### config.mk
export PLATFORM = sky130hd
export DESIGN_NAME = lcd_bus_arbiter_flat
export DESIGN_NICKNAME = d
export VERILOG_FILES = /design/src/rtl/lcd_bus_arbiter_if.sv /design/src/rtl/lcd_bus_arbiter.sv /design/src/flat_wrapper.sv
export SDC_FILE = /design/constraint.sdc
export NUM_CORES = 1
export LEC_CHECK = 0
export ABC_AREA = 1
export ABC_CLOCK_PERIOD_IN_PS = 1500
export BUFFER_PORTS_ARGS = -buffer_cell sky130_fd_sc_hd__buf_2
export CORE_MARGIN = 5
export CORE_UTILIZATION = 44
export DETAILED_ROUTE_END_ITERATION = 16
export PLACE_DENSITY = 0.78
export SLEW_MARGIN = 15
export SYNTH_ARGS = -nofsm -noshare
export SYNTH_HDL_FRONTEND = slang
export SYNTH_SLANG_ARGS = --single-unit
### constraint.sdc
create_clock -name hwclk -period 1.5 [get_ports hwclk]
set_clock_uncertainty 0.05 [all_clocks]
set_input_delay 0.225 -clock hwclk [delete_from_list [all_inputs] [get_ports hwclk]]
set_output_delay 0.225 -clock hwclk [all_outputs]
set_load 0.03 [all_outputs]
### src/rtl/lcd_bus_arbiter_if.sv
// Handshake and pin bundle between the two byte requesters, the arbiter and the LCD write bus.
// master: requester/pin side view; slave: arbiter view.
interface lcd_bus_arbiter_if;
    logic       init_valid;
    logic       init_dcx;
    logic [7:0] init_data;
    logic       init_last;
    logic       init_ready;
    logic       pix_valid;
    logic       pix_dcx;
    logic [7:0] pix_data;
    logic       pix_last;
    logic       pix_ready;
    logic       dcx;
    logic       wr;
    logic [7:0] D;
    logic       busy;
    logic       owner;

    modport master (
        output init_valid, init_dcx, init_data, init_last,
        output pix_valid, pix_dcx, pix_data, pix_last,
        input  init_ready, pix_ready,
        input  dcx, wr, D, busy, owner
    );

    modport slave (
        input  init_valid, init_dcx, init_data, init_last,
        input  pix_valid, pix_dcx, pix_data, pix_last,
        output init_ready, pix_ready,
        output dcx, wr, D, busy, owner
    );
endinterface

### src/rtl/lcd_bus_arbiter.sv
// Arbitrates two byte streams onto the 8080 LCD write bus, one transaction per grant.
// Latency: wr falls the cycle after acceptance; one byte per 1+WR_LOW_CYC+WR_HIGH_CYC cycles.
// Backpressure: ready only in IDLE; a locked owner blocks the other port until its last byte.
module lcd_bus_arbiter #(
    parameter int WR_LOW_CYC  = 1,
    parameter int WR_HIGH_CYC = 1
) (
    input  logic               hwclk,
    input  logic               nrst,
    lcd_bus_arbiter_if.slave   bus
);

    typedef enum logic [1:0] {
        IDLE  = 2'd0,
        WR_LO = 2'd1,
        WR_HI = 2'd2
    } state_e;

    localparam logic [3:0] LO_LOAD = 4'(WR_LOW_CYC - 1);
    localparam logic [3:0] HI_LOAD = 4'(WR_HIGH_CYC - 1);

    state_e     state_q, state_d;
    logic [3:0] cnt_q, cnt_d;
    logic       locked_q, locked_d;
    logic       owner_q, owner_d;
    logic       wr_q, wr_d;
    logic       dcx_q, dcx_d;
    logic [7:0] data_q, data_d;

    logic init_rdy;
    logic pix_rdy;
    logic take_init;
    logic take_pix;

    // Grant decision: a held lock pins the bus to its owner, otherwise port 0 wins ties.
    always_comb begin
        init_rdy = 1'b0;
        pix_rdy  = 1'b0;
        if (state_q == IDLE) begin
            if (locked_q) begin
                init_rdy = ~owner_q;
                pix_rdy  = owner_q;
            end else begin
                init_rdy = 1'b1;
                pix_rdy  = ~bus.init_valid;
            end
        end
    end

    assign take_init = bus.init_valid & init_rdy;
    assign take_pix  = bus.pix_valid & pix_rdy;

    always_comb begin
        state_d  = state_q;
        cnt_d    = cnt_q;
        locked_d = locked_q;
        owner_d  = owner_q;
        wr_d     = wr_q;
        dcx_d    = dcx_q;
        data_d   = data_q;
        unique case (state_q)
            IDLE: begin
                if (take_init) begin
                    data_d   = bus.init_data;
                    dcx_d    = bus.init_dcx;
                    owner_d  = 1'b0;
                    locked_d = ~bus.init_last;
                    cnt_d    = LO_LOAD;
                    wr_d     = 1'b0;
                    state_d  = WR_LO;
                end else if (take_pix) begin
                    data_d   = bus.pix_data;
                    dcx_d    = bus.pix_dcx;
                    owner_d  = 1'b1;
                    locked_d = ~bus.pix_last;
                    cnt_d    = LO_LOAD;
                    wr_d     = 1'b0;
                    state_d  = WR_LO;
                end
            end
            WR_LO: begin
                if (cnt_q == 4'd0) begin
                    cnt_d   = HI_LOAD;
                    wr_d    = 1'b1;
                    state_d = WR_HI;
                end else begin
                    cnt_d = cnt_q - 4'd1;
                end
            end
            WR_HI: begin
                if (cnt_q == 4'd0) begin
                    state_d = IDLE;
                end else begin
                    cnt_d = cnt_q - 4'd1;
                end
            end
            default: begin
                wr_d    = 1'b1;
                state_d = IDLE;
            end
        endcase
    end

    always_ff @(posedge hwclk or negedge nrst) begin
        if (!nrst) begin
            state_q  <= IDLE;
            cnt_q    <= 4'd0;
            locked_q <= 1'b0;
            owner_q  <= 1'b0;
            wr_q     <= 1'b1;
            dcx_q    <= 1'b1;
            data_q   <= 8'h00;
        end else begin
            state_q  <= state_d;
            cnt_q    <= cnt_d;
            locked_q <= locked_d;
            owner_q  <= owner_d;
            wr_q     <= wr_d;
            dcx_q    <= dcx_d;
            data_q   <= data_d;
        end
    end

    assign bus.init_ready = init_rdy;
    assign bus.pix_ready  = pix_rdy;
    assign bus.wr         = wr_q;
    assign bus.dcx        = dcx_q;
    assign bus.D          = data_q;
    assign bus.owner      = owner_q;
    assign bus.busy       = (state_q != IDLE) | locked_q;

endmodule

### src/flat_wrapper.sv
// flat-port wrapper written by rule: the top's interface ports become plain ports
module lcd_bus_arbiter_flat 
#(
    parameter int WR_LOW_CYC  = 1,
    parameter int WR_HIGH_CYC = 1
)
  (hwclk, nrst, bus_init_valid, bus_init_dcx, bus_init_data, bus_init_last, bus_pix_valid, bus_pix_dcx, bus_pix_data, bus_pix_last, bus_init_ready, bus_pix_ready, bus_dcx, bus_wr, bus_D, bus_busy, bus_owner);
  lcd_bus_arbiter_if bus_i ();
  input  logic hwclk;
  input  logic nrst;
  input wire logic [$bits(bus_i.init_valid)-1:0] bus_init_valid;
  input wire logic [$bits(bus_i.init_dcx)-1:0] bus_init_dcx;
  input wire logic [$bits(bus_i.init_data)-1:0] bus_init_data;
  input wire logic [$bits(bus_i.init_last)-1:0] bus_init_last;
  input wire logic [$bits(bus_i.pix_valid)-1:0] bus_pix_valid;
  input wire logic [$bits(bus_i.pix_dcx)-1:0] bus_pix_dcx;
  input wire logic [$bits(bus_i.pix_data)-1:0] bus_pix_data;
  input wire logic [$bits(bus_i.pix_last)-1:0] bus_pix_last;
  output wire logic [$bits(bus_i.init_ready)-1:0] bus_init_ready;
  output wire logic [$bits(bus_i.pix_ready)-1:0] bus_pix_ready;
  output wire logic [$bits(bus_i.dcx)-1:0] bus_dcx;
  output wire logic [$bits(bus_i.wr)-1:0] bus_wr;
  output wire logic [$bits(bus_i.D)-1:0] bus_D;
  output wire logic [$bits(bus_i.busy)-1:0] bus_busy;
  output wire logic [$bits(bus_i.owner)-1:0] bus_owner;
  assign bus_i.init_valid = bus_init_valid;
  assign bus_i.init_dcx = bus_init_dcx;
  assign bus_i.init_data = bus_init_data;
  assign bus_i.init_last = bus_init_last;
  assign bus_i.pix_valid = bus_pix_valid;
  assign bus_i.pix_dcx = bus_pix_dcx;
  assign bus_i.pix_data = bus_pix_data;
  assign bus_i.pix_last = bus_pix_last;
  assign bus_init_ready = bus_i.init_ready;
  assign bus_pix_ready = bus_i.pix_ready;
  assign bus_dcx = bus_i.dcx;
  assign bus_wr = bus_i.wr;
  assign bus_D = bus_i.D;
  assign bus_busy = bus_i.busy;
  assign bus_owner = bus_i.owner;
  lcd_bus_arbiter #(.WR_LOW_CYC(WR_LOW_CYC), .WR_HIGH_CYC(WR_HIGH_CYC)) u_core (.hwclk(hwclk), .nrst(nrst), .bus(bus_i));
endmodule
==> results of run 1 <==
## routing by layer
metal | wire length [um] | up-vias
met4 | 45 | 0
met3 | 240 | 7
met2 | 1570 | 43
met1 | 1090 | 518
met5 | 0 | -
li1 | - | 571
## worst min-delay path by stage
stage / startpoint / end / slack, ns / cells after the start
floorplan: nrst / u_core.bus.D[0]$_DFFE_PN0P_ / -0.12 / 0
global placement: nrst / u_core.bus.D[7]$_DFFE_PN0P_ / 0.13 / 1
detailed placement: nrst / u_core.bus.D[7]$_DFFE_PN0P_ / 0.13 / 1
CTS: bus_pix_data[6] / u_core.bus.D[6]$_DFFE_PN0P_ / 0.12 / 3
global route: bus_pix_data[5] / u_core.bus.D[5]$_DFFE_PN0P_ / 0.12 / 3
finish: bus_pix_data[2] / u_core.bus.D[2]$_DFFE_PN0P_ / 0.12 / 3
## registers in the layout (all words and copies together) (netlist names)
name	flops
u_core.bus.D	8
u_core.cnt_q	4
u_core.state_q	2
u_core.bus.dcx	1
u_core.bus.owner	1
u_core.bus.wr	1
u_core.locked_q	1
## layout make-up
cell class	instances	share of cell area [%]
flip-flops and latches	18	28.8
inverters	15	3.59
clock buffers	4	2.31
well taps	30	2.39
repair buffers	56	24.4
multi-input cells	103	38.5
## Yosys cell counts (all sizes together)
cell type | instances | area share, %
nand2 | 43 | 15
nand3 | 19 | 8.5
dfrtp | 16 | 36
inv | 15 | 5.0
o211ai | 9 | 7.8
or2 | 9 | 5.0
ha | 7 | 7.8
nor2 | 6 | 2.0
buf | 4 | 3.1
a21oi | 3 | 1.7
o21ai | 3 | 1.3
dfstp | 2 | 4.7
nand4 | 2 | 1.1
o21bai | 2 | 1.3
clkbuf | 1 | 0.33
## cells by family after synthesis
group,Yosys count,share of synthesized area (%)
adders and majority gates,7,7.80
buffers and inverters,20,8.47
AOI/OAI and AO/OA,17,12.2
DFF,18,40.4
and+or+nand+nor,79,31.2
## metrics by stage
step / TNS (ns) / area (sq um) / power [uW] / instances / worst slack [ns]
6_report: -0.627 / 1570 / 3830 / 226 / -0.0705
5_1_grt: -2.29 / 1570 / 4140 / 226 / -0.180
4_1_cts: -0.582 / 1550 / 3800 / 225 / -0.0709
3_5_place_dp: -0.742 / 1440 / 3330 / 217 / -0.111
3_3_place_gp: -0.204 / 1440 / 3220 / 217 / -0.0443
2_1_floorplan: -2.36 / 1150 / 2580 / 141 / -0.168
## cell usage in the layout (no fill, tap or decap), drive strengths merged
master | synthesis | routed
a21oi | 3 | 3
buf | 4 | 54
bufbuf | 0 | 1
clkbuf | 1 | 4
dfrtp | 16 | 16
dfstp | 2 | 2
dlygate4sd3 | 0 | 1
ha | 7 | 7
inv | 15 | 15
nand2 | 43 | 43
nand3 | 19 | 19
nand4 | 2 | 2
nor2 | 6 | 6
o211ai | 9 | 9
o21ai | 3 | 3
o21bai | 2 | 2
or2 | 9 | 9
## power by group
part | leakage (uW) | internal [uW] | switching, uW | total [uW]
Clock | 0.0000210 | 148 | 163 | 311
Sequential | 0.000223 | 744 | 154 | 898
Combinational | 0.000615 | 1060 | 1550 | 2620
## repair_timing
item | in CTS | in global routing
endpoints found under the setup margin | 19 | 20
setup buffers | 2 | 1
gates resized for setup | 5 | 6
endpoints found under the hold margin | 16 | 0
pin swaps | 6 | 3
gates cloned | 1 | 0
hold buffers | 1 | 0
## worst register-to-register path, cell delays in order (launching register included)
cell	delay, ns
dfrtp_1	0.41
inv_2	0.08
ha_4	0.13
inv_2	0.04
a21oi_4	0.14
nand2_4	0.11
buf_4	0.16
or2_0	0.20
o211ai_1	0.09
nand2_1	0.06
==> flow_metrics.tcl, run 1 <==
set metrics [dict create \
    n_antenna_cell 0 \
    worstPathCellList "inv_2 -> ha_4 -> inv_2 -> a21oi_4 -> nand2_4 -> buf_4 -> or2_0 -> o211ai_1 -> nand2_1" \
    grt_pass1_wl_um 4700 \
    dr.pass1.iters 4 \
    regArea_sq_um 453 \
    grt_use_total_pct 17.1 \
    die_h_um 60.5 \
    vias_per_cell 5.04 \
    ff2ff_setup_slack_ns -0.07 \
    worstMarginPinSlew_ns 0.422 \
    busiest_layer "met2" \
    wirelength_um 2950 \
    yosysSeqAreaShare_pct 40.4 \
    grt_max_degree 19 \
    timing.critical_path.depth 9 \
    critical_path.endpoint "u_core.bus.D[7]$_DFFE_PN0P_" \
    syn-num-nets 172 \
    use_met2_pct 32.3 \
    cts_buffers 3 \
    grtUsageMet3_pct 2.98 \
    drc 0 \
    clockBufferDepth 2 \
    utilization_pct 64.0 \
    dpl.hpwl_um 2310 \
    vdd_drop_max_mv 1.40 \
    drtAntennaViolNets 0 \
    min_period_over_period_pct 105 \
    dieArea_sq_mm 0.00366 \
    critical-path-max-stage-delay_ns 0.41 \
    relSlewSlack_pct 71.8 \
    clkSinkCount 18 \
    hold_path.class "in2reg" \
    cp-end-kind "flop" \
    initialDrtViolationCount 57 \
    grt.met1_usage_pct 19.0 \
    post-route-worst-setup-slack_ns -0.0705 \
    cpLargestDelayFamily "flip-flops" \
    cts_tree "done" \
    status "finished with violations" \
    hold_slack_ns 0.119 \
    r2r_start "u_core.state_q[0]$_DFFE_PN0P_" \
    grt_overflow_total 0 \
    rsz0062_at_grt "yes" \
    cts_max_level 1 \
    leakagePower_uw 0.000860 \
    critPathArrivalTime_ns 1.71 \
    yosysWarnings 0 \
    synth_cells 141 \
    multi_input_area_sq_um 604 \
    timing.critical_path.from "u_core.state_q[0]$_DFFE_PN0P_" \
    ioPinCount 38 \
    critPathSlowestCell "dfrtp_1" \
    clkSlewWorstSetupHoldPaths_ns 0.11 \
    antenna_found_initial 0 \
    slew_violations 0 \
    synth_cell_types 21 \
    hold_violations 0 \
    grt_pass1_vias 1104 \
    drive_above_1_share_pct 37.8 \
    path_max_fanout 6 \
    io_buffers 37 \
    rr_worst_depth 9 \
    ys_ff_latch 18 \
    synthesis.area_sq_mm 0.00112 \
    worstSkewPairLatency_ns 0.30 \
    critical_path.n_buffers_inverters 3 \
    worst-endpoint-required_ns 1.64 \
    syn_area_per_cell_sq_um 7.96 \
    wl_per_cell_um 13.1 \
    maxCapViolations 0 \
    path_class "reg2reg" \
    setup_viol 13 \
    finalCriticalPeriod_ns 1.57 \
    worstReg2RegEnd "u_core.bus.D[7]$_DFFE_PN0P_" \
    core_area_sq_mm 0.00245 \
    cp_common_cell "inv_2" \
    final_nets 228 \
    max_freq_mhz 637 \
    root_buffer "clkbuf_4" \
    start_util_pct 45.7 \
    cp-start-kind "flop" \
    dr_total_vias 1139 \
    num-fill-cells 199 \
    gp_congestion 0.794 \
    die_w_um 60.5 \
    core.rowCount 18 \
    syn_to_final_growth_pct 39.9 \
    p_per_area_mw_per_mm2 2440 \
    violations "setup timing" \
]
(Power assumes the default switching activity.)
==> run 2: changes to the inputs <==
--- a/config.mk
+++ b/config.mk
@@ -12,6 +12,7 @@
 export CORE_UTILIZATION = 44
 export DETAILED_ROUTE_END_ITERATION = 16
 export PLACE_DENSITY = 0.78
+export SKIP_LAST_GASP = 1
 export SLEW_MARGIN = 15
 export SYNTH_ARGS = -nofsm -noshare
 export SYNTH_HDL_FRONTEND = slang
==> flow_metrics.tcl, run 2 (synthesized netlist as in run 1, its figures left out) <==
set metrics [dict create \
    status "finished with violations" \
    violations "setup timing" \
    dr_total_vias 1140 \
    min_period_over_period_pct 105 \
    p_per_area_mw_per_mm2 2440 \
    cts_max_level 1 \
    slew_violations 0 \
    finalCriticalPeriod_ns 1.57 \
    use_met2_pct 32.3 \
    worstMarginPinSlew_ns 0.423 \
    regArea_sq_um 453 \
    critPathArrivalTime_ns 1.71 \
    seq_power_share_pct 23.5 \
    clkSinkCount 18 \
    switching_power_uw 1870 \
    wirelength_um 2950 \
    relSlewSlack_pct 71.8 \
    dpl_cell_area_sq_mm 0.00144 \
    dieArea_sq_mm 0.00366 \
    largest_reg_flops 8 \
    dr.pass1.iters 4 \
    path_max_fanout 6 \
    worstSkewPairLatency_ns 0.30 \
    worst-endpoint-required_ns 1.64 \
    comb_power_share_pct 68.3 \
    initialDrtViolationCount 57 \
    leakagePower_uw 0.000859 \
    cp-start-kind "flop" \
    drc 0 \
    final_cell_mix "nand2_1, buf_2, nand3_1, buf_4, dfrtp_1" \
    grt_use_total_pct 17.1 \
    n_antenna_cell 0 \
    hold_violations 0 \
    max_freq_mhz 638 \
    clockBufferDepth 2 \
    die_h_um 60.5 \
    layout.cells.non_filler 226 \
    swShare_pct 48.9 \
    vdd_drop_max_mv 1.39 \
    syn_to_final_growth_pct 39.6 \
    multi_input_area_sq_um 604 \
    grt_overflow_total 0 \
    core_area_sq_mm 0.00245 \
    clkSlewWorstSetupHoldPaths_ns 0.11 \
    vias_per_cell 5.04 \
    die_w_um 60.5 \
    path_class "reg2reg" \
    drtAntennaViolNets 0 \
    cts_tree "done" \
    setup_viol 13 \
    post-route-worst-setup-slack_ns -0.0681 \
    maxCapViolations 0 \
    hold_path.class "in2reg" \
    power.share.clock_pct 8.2 \
    design_area_sq_mm 0.00157 \
    p_int_uw 1950 \
    final_nets 228 \
    dp_cells 217 \
    antenna_found_initial 0 \
    ioPinCount 38 \
    grt_pass1_wl_um 4700 \
    grt_pass1_vias 1104 \
    grt.met1_usage_pct 19.0 \
    wl_per_cell_um 13.1 \
    gp_congestion 0.794 \
    drive_above_1_share_pct 37.8 \
    rsz0062_at_grt "yes" \
    core.rowCount 18 \
    grtUsageMet3_pct 2.98 \
    grt_max_degree 19 \
    cts_buffers 3 \
    busiest_layer "met2" \
    final_common_cell "nand2_1" \
    num-fill-cells 199 \
    dpl.hpwl_um 2310 \
    cp-end-kind "flop" \
    io_buffers 37 \
    root_buffer "clkbuf_4" \
    start_util_pct 45.7 \
]
==> run 2: repair_timing <==
action / in CTS / in global routing
pin swaps: 6 / 3
cloned: 1 / 0
endpoints found under the hold margin: 16 / 0
buffers inserted: 2 / 1
endpoints found under the setup margin: 19 / 20
hold buffers: 1 / 0
resized for setup: 5 / 5
==> run 2: final timing paths <==
| check | startpoint | end | slack [ns] | cells past startpoint |
|---|---|---|---|---|
| setup / recovery | u_core.state_q[0]$_DFFE_PN0P_ | u_core.bus.D[7]$_DFFE_PN0P_ | -0.07 | 9 |
| hold / removal | bus_pix_data[2] | u_core.bus.D[2]$_DFFE_PN0P_ | 0.12 | 3 |
| setup reg to reg | u_core.state_q[0]$_DFFE_PN0P_ | u_core.bus.D[7]$_DFFE_PN0P_ | -0.07 | 9 |
| hold reg to reg | u_core.bus.dcx$_DFFE_PN1P_ | u_core.bus.dcx$_DFFE_PN1P_ | 0.44 | 2 |
| max in group asynchronous | nrst | u_core.bus.wr$_DFFE_PN1P_ | 0.73 | 2 |
| min in group asynchronous | nrst | u_core.cnt_q[2]$_DFFE_PN0P_ | 0.33 | 2 |
==> run 2: area by class of cell <==
class | count | area share, %
Clock buffer | 4 | 2.32
Inverter | 15 | 3.59
Multi-Input combinational cell | 103 | 38.6
Sequential cell | 18 | 28.9
Tap cell | 30 | 2.40
Timing Repair Buffer | 56 | 24.2
==> run 2: critical path: stages, from the launching register on <==
cell and delay, ns:
dfrtp_1 0.41, inv_2 0.08, ha_4 0.13, inv_2 0.04
a21oi_4 0.14, nand2_4 0.10, buf_4 0.15, or2_0 0.20
o211ai_1 0.09, nand2_1 0.06
==> run 2: power by group through the flow <==
stage	Clock, uW	Sequential, uW	Combinational [uW]
after global routing	341	927	2870
after floorplan	0	1200	1390
after detailed placement	0	909	2420
after CTS	319	898	2580
after global placement	0	896	2320
final	311	898	2610
==> run 2: layer usage <==
| layer | wire [um] | vias to the layer above |
|---|---|---|
| met2 | 1580 | 42 |
| li1 | - | 571 |
| met1 | 1090 | 520 |
| met3 | 238 | 7 |
| met4 | 45 | 0 |
| met5 | 0 | - |
==> run 2: through the flow <==
stage,power (uW),hold slack (ns),util [%],worst slack [ns],setup TNS (ns)
2_1_floorplan,2580,-0.121,-,-0.168,-2.36
6_report,3820,0.119,63.8,-0.0681,-0.597
4_1_cts,3800,0.120,63.3,-0.0709,-0.582
5_1_grt,4140,0.121,63.8,-0.180,-2.32
3_5_place_dp,3330,0.130,58.8,-0.111,-0.742
3_3_place_gp,3220,0.131,58.8,-0.0443,-0.204
==> run 3: changes to the inputs <==
--- a/config.mk
+++ b/config.mk
@@ -6,12 +6,12 @@
 export NUM_CORES = 1
 export LEC_CHECK = 0
 export ABC_AREA = 1
-export ABC_CLOCK_PERIOD_IN_PS = 1500
+export ABC_CLOCK_PERIOD_IN_PS = 1700
 export BUFFER_PORTS_ARGS = -buffer_cell sky130_fd_sc_hd__buf_2
 export CORE_MARGIN = 5
-export CORE_UTILIZATION = 44
+export CORE_UTILIZATION = 49
 export DETAILED_ROUTE_END_ITERATION = 16
-export PLACE_DENSITY = 0.78
+export PLACE_DENSITY = 0.82
 export SKIP_LAST_GASP = 1
 export SLEW_MARGIN = 15
 export SYNTH_ARGS = -nofsm -noshare
==> constraint.sdc (replaced) <==
create_clock -name hwclk -period 1.7 [get_ports hwclk]
set_clock_uncertainty 0.05 [all_clocks]
set_input_delay 0.255 -clock hwclk [delete_from_list [all_inputs] [get_ports hwclk]]
set_output_delay 0.255 -clock hwclk [all_outputs]
set_load 0.03 [all_outputs]
==> flow_metrics.tcl, run 3 (synthesized netlist as in run 1, its figures left out) <==
set metrics [dict create \
    status "complete, no violations" \
    antenna_found_initial 0 \
    dpl.hpwl_um 2120 \
    comb_power_share_pct 67.9 \
    maxCapViolations 0 \
    syn_to_final_growth_pct 34.7 \
    clockBufferDepth 2 \
    finalCriticalPeriod_ns 1.67 \
    critical_path.endpoint "bus_init_ready" \
    r2r_start "u_core.state_q[0]$_DFFE_PN0P_" \
    dpl_cell_area_sq_mm 0.00139 \
    final_nets 223 \
    dp_slack_ns -0.00629 \
    switching_power_uw 1610 \
    critPathArrivalTime_ns 1.36 \
    seq_power_share_pct 25.2 \
    cp-end-kind "output pin" \
    layout.cells.non_filler 219 \
    drtAntennaViolNets 0 \
    cts_max_level 1 \
    core_area_sq_mm 0.00219 \
    drive_above_1_share_pct 34.0 \
    clkSlewWorstSetupHoldPaths_ns 0.10 \
    io_buffers 37 \
    slew_violations 0 \
    wl_per_cell_um 12.8 \
    worst-endpoint-required_ns 1.39 \
    grt_use_total_pct 16.0 \
    min_period_over_period_pct 98.1 \
    finalPower_uw 3200 \
    ff2ff_setup_slack_ns 0.05 \
    largest_reg_flops 8 \
    final_common_cell "nand2_1" \
    dieArea_sq_mm 0.00335 \
    cts_tree "done" \
    cp-start-kind "flop" \
    grt_max_degree 19 \
    hold_path.class "in2reg" \
    wirelength_um 2800 \
    grt_pass1_vias 1031 \
    path_max_fanout 4 \
    ioPinCount 38 \
    swShare_pct 50.2 \
    power.share.clock_pct 6.9 \
    dr.pass1.iters 5 \
    core.rowCount 17 \
    path_class "reg2out" \
    worstMarginPinSlew_ns 0.411 \
    rsz0062_at_grt "yes" \
    gp_congestion 0.897 \
    vias_per_cell 4.97 \
    grt_pass1_wl_um 4260 \
    rr_worst_depth 9 \
    dr_total_vias 1088 \
    grt_overflow_total 0 \
    die_w_um 57.9 \
    worstReg2RegEnd "u_core.bus.D[7]$_DFFE_PN0P_" \
    n_antenna_cell 0 \
    drc 0 \
    cts_buffers 3 \
    start_util_pct 51.2 \
    p_int_uw 1590 \
    relSlewSlack_pct 72.6 \
    tns_ns 0 \
    worstSkewPairLatency_ns 0.29 \
    initialDrtViolationCount 31 \
    hold_violations 0 \
    design_area_sq_mm 0.00151 \
    post-route-worst-setup-slack_ns 0.0326 \
    p_per_area_mw_per_mm2 2120 \
    max_freq_mhz 600 \
    dp_cells 206 \
    timing.critical_path.from "u_core.state_q[0]$_DFFE_PN0P_" \
    die_h_um 57.9 \
    leakagePower_uw 0.000823 \
    root_buffer "clkbuf_4" \
    vdd_drop_max_mv 1.36 \
    setup_viol 0 \
    clkSinkCount 18 \
    final_cell_mix "nand2_1, buf_2, nand3_1" \
]
-- run 3: changes by cell type in the layout (fill, tap and decap cells not counted), moves of 2 or more --
cell | previous run | this run
o21ai_1 | 2 | 0
inv_1 | 10 | 12
inv_2 | 5 | 3
o21ai_0 | 1 | 3
buf_2 | 34 | 36
buf_4 | 18 | 10
-- run 3: worst min-delay path by stage --
stage | endpoint | startpoint | cells after the start | slack [ns]
after floorplan | u_core.bus.D[0]$_DFFE_PN0P_ | nrst | 0 | -0.09
after global placement | u_core.bus.D[2]$_DFFE_PN0P_ | nrst | 1 | 0.16
after detailed placement | u_core.bus.D[4]$_DFFE_PN0P_ | nrst | 1 | 0.17
after CTS | u_core.bus.D[6]$_DFFE_PN0P_ | bus_pix_data[6] | 3 | 0.15
after global routing | u_core.bus.D[6]$_DFFE_PN0P_ | bus_pix_data[6] | 3 | 0.15
final | u_core.bus.D[6]$_DFFE_PN0P_ | bus_pix_data[6] | 3 | 0.16
-- run 3: metal layers --
metal | share of wire (%) | global-route usage [%] | up-vias | wire length, um
li1 | - | - | 554 | -
met1 | 40 | 19.4 | 489 | 1130
met2 | 49 | 28.7 | 39 | 1380
met3 | 8.0 | 2.67 | 6 | 224
met4 | 2.4 | 4.97 | 0 | 68
met5 | 0 | 0 | - | 0
-- run 3: timing repair --
item / in CTS / in global routing
gates resized for setup: 0 / 4
buffers inserted: 0 / 7
hold endpoints to repair: 16 / 0
endpoints found under the setup margin: 4 / 18
hold buffers: 1 / 0
gates cloned: 0 / 1
pin swaps: 0 / 3
-- run 3: worst max-delay path: stages, from the launching register on --
cell and delay (ns):
dfrtp_1 0.43, inv_2 0.10, ha_4 0.15, inv_2 0.05
a21oi_4 0.16, buf_4 0.19
-- run 3: layout make-up --
type / count / area (sq um)
multi-input combinational: 103 / 599
timing repair buffer: 51 / 342
tap: 28 / 35.0
fill: 159 / 679
clock buffer: 4 / 26.3
inverter: 15 / 56.3
sequential: 18 / 453
-- run 3: per-stage QoR --
stage	util, %	hold WS (ns)
floorplan	-	-0.0906
global placement	63.3	0.159
detailed placement	63.3	0.166
CTS	64.9	0.152
global route	69.0	0.150
finish	69.0	0.157
-- run 3: power by group through the flow --
stage / Clock (uW) / Combinational (uW) / Sequential (uW)
3_3_place_gp: 0 / 1910 / 806
3_5_place_dp: 0 / 1970 / 818
2_1_floorplan: 0 / 1210 / 1050
4_1_cts: 230 / 1980 / 808
5_1_grt: 255 / 2400 / 837
6_report: 220 / 2170 / 807
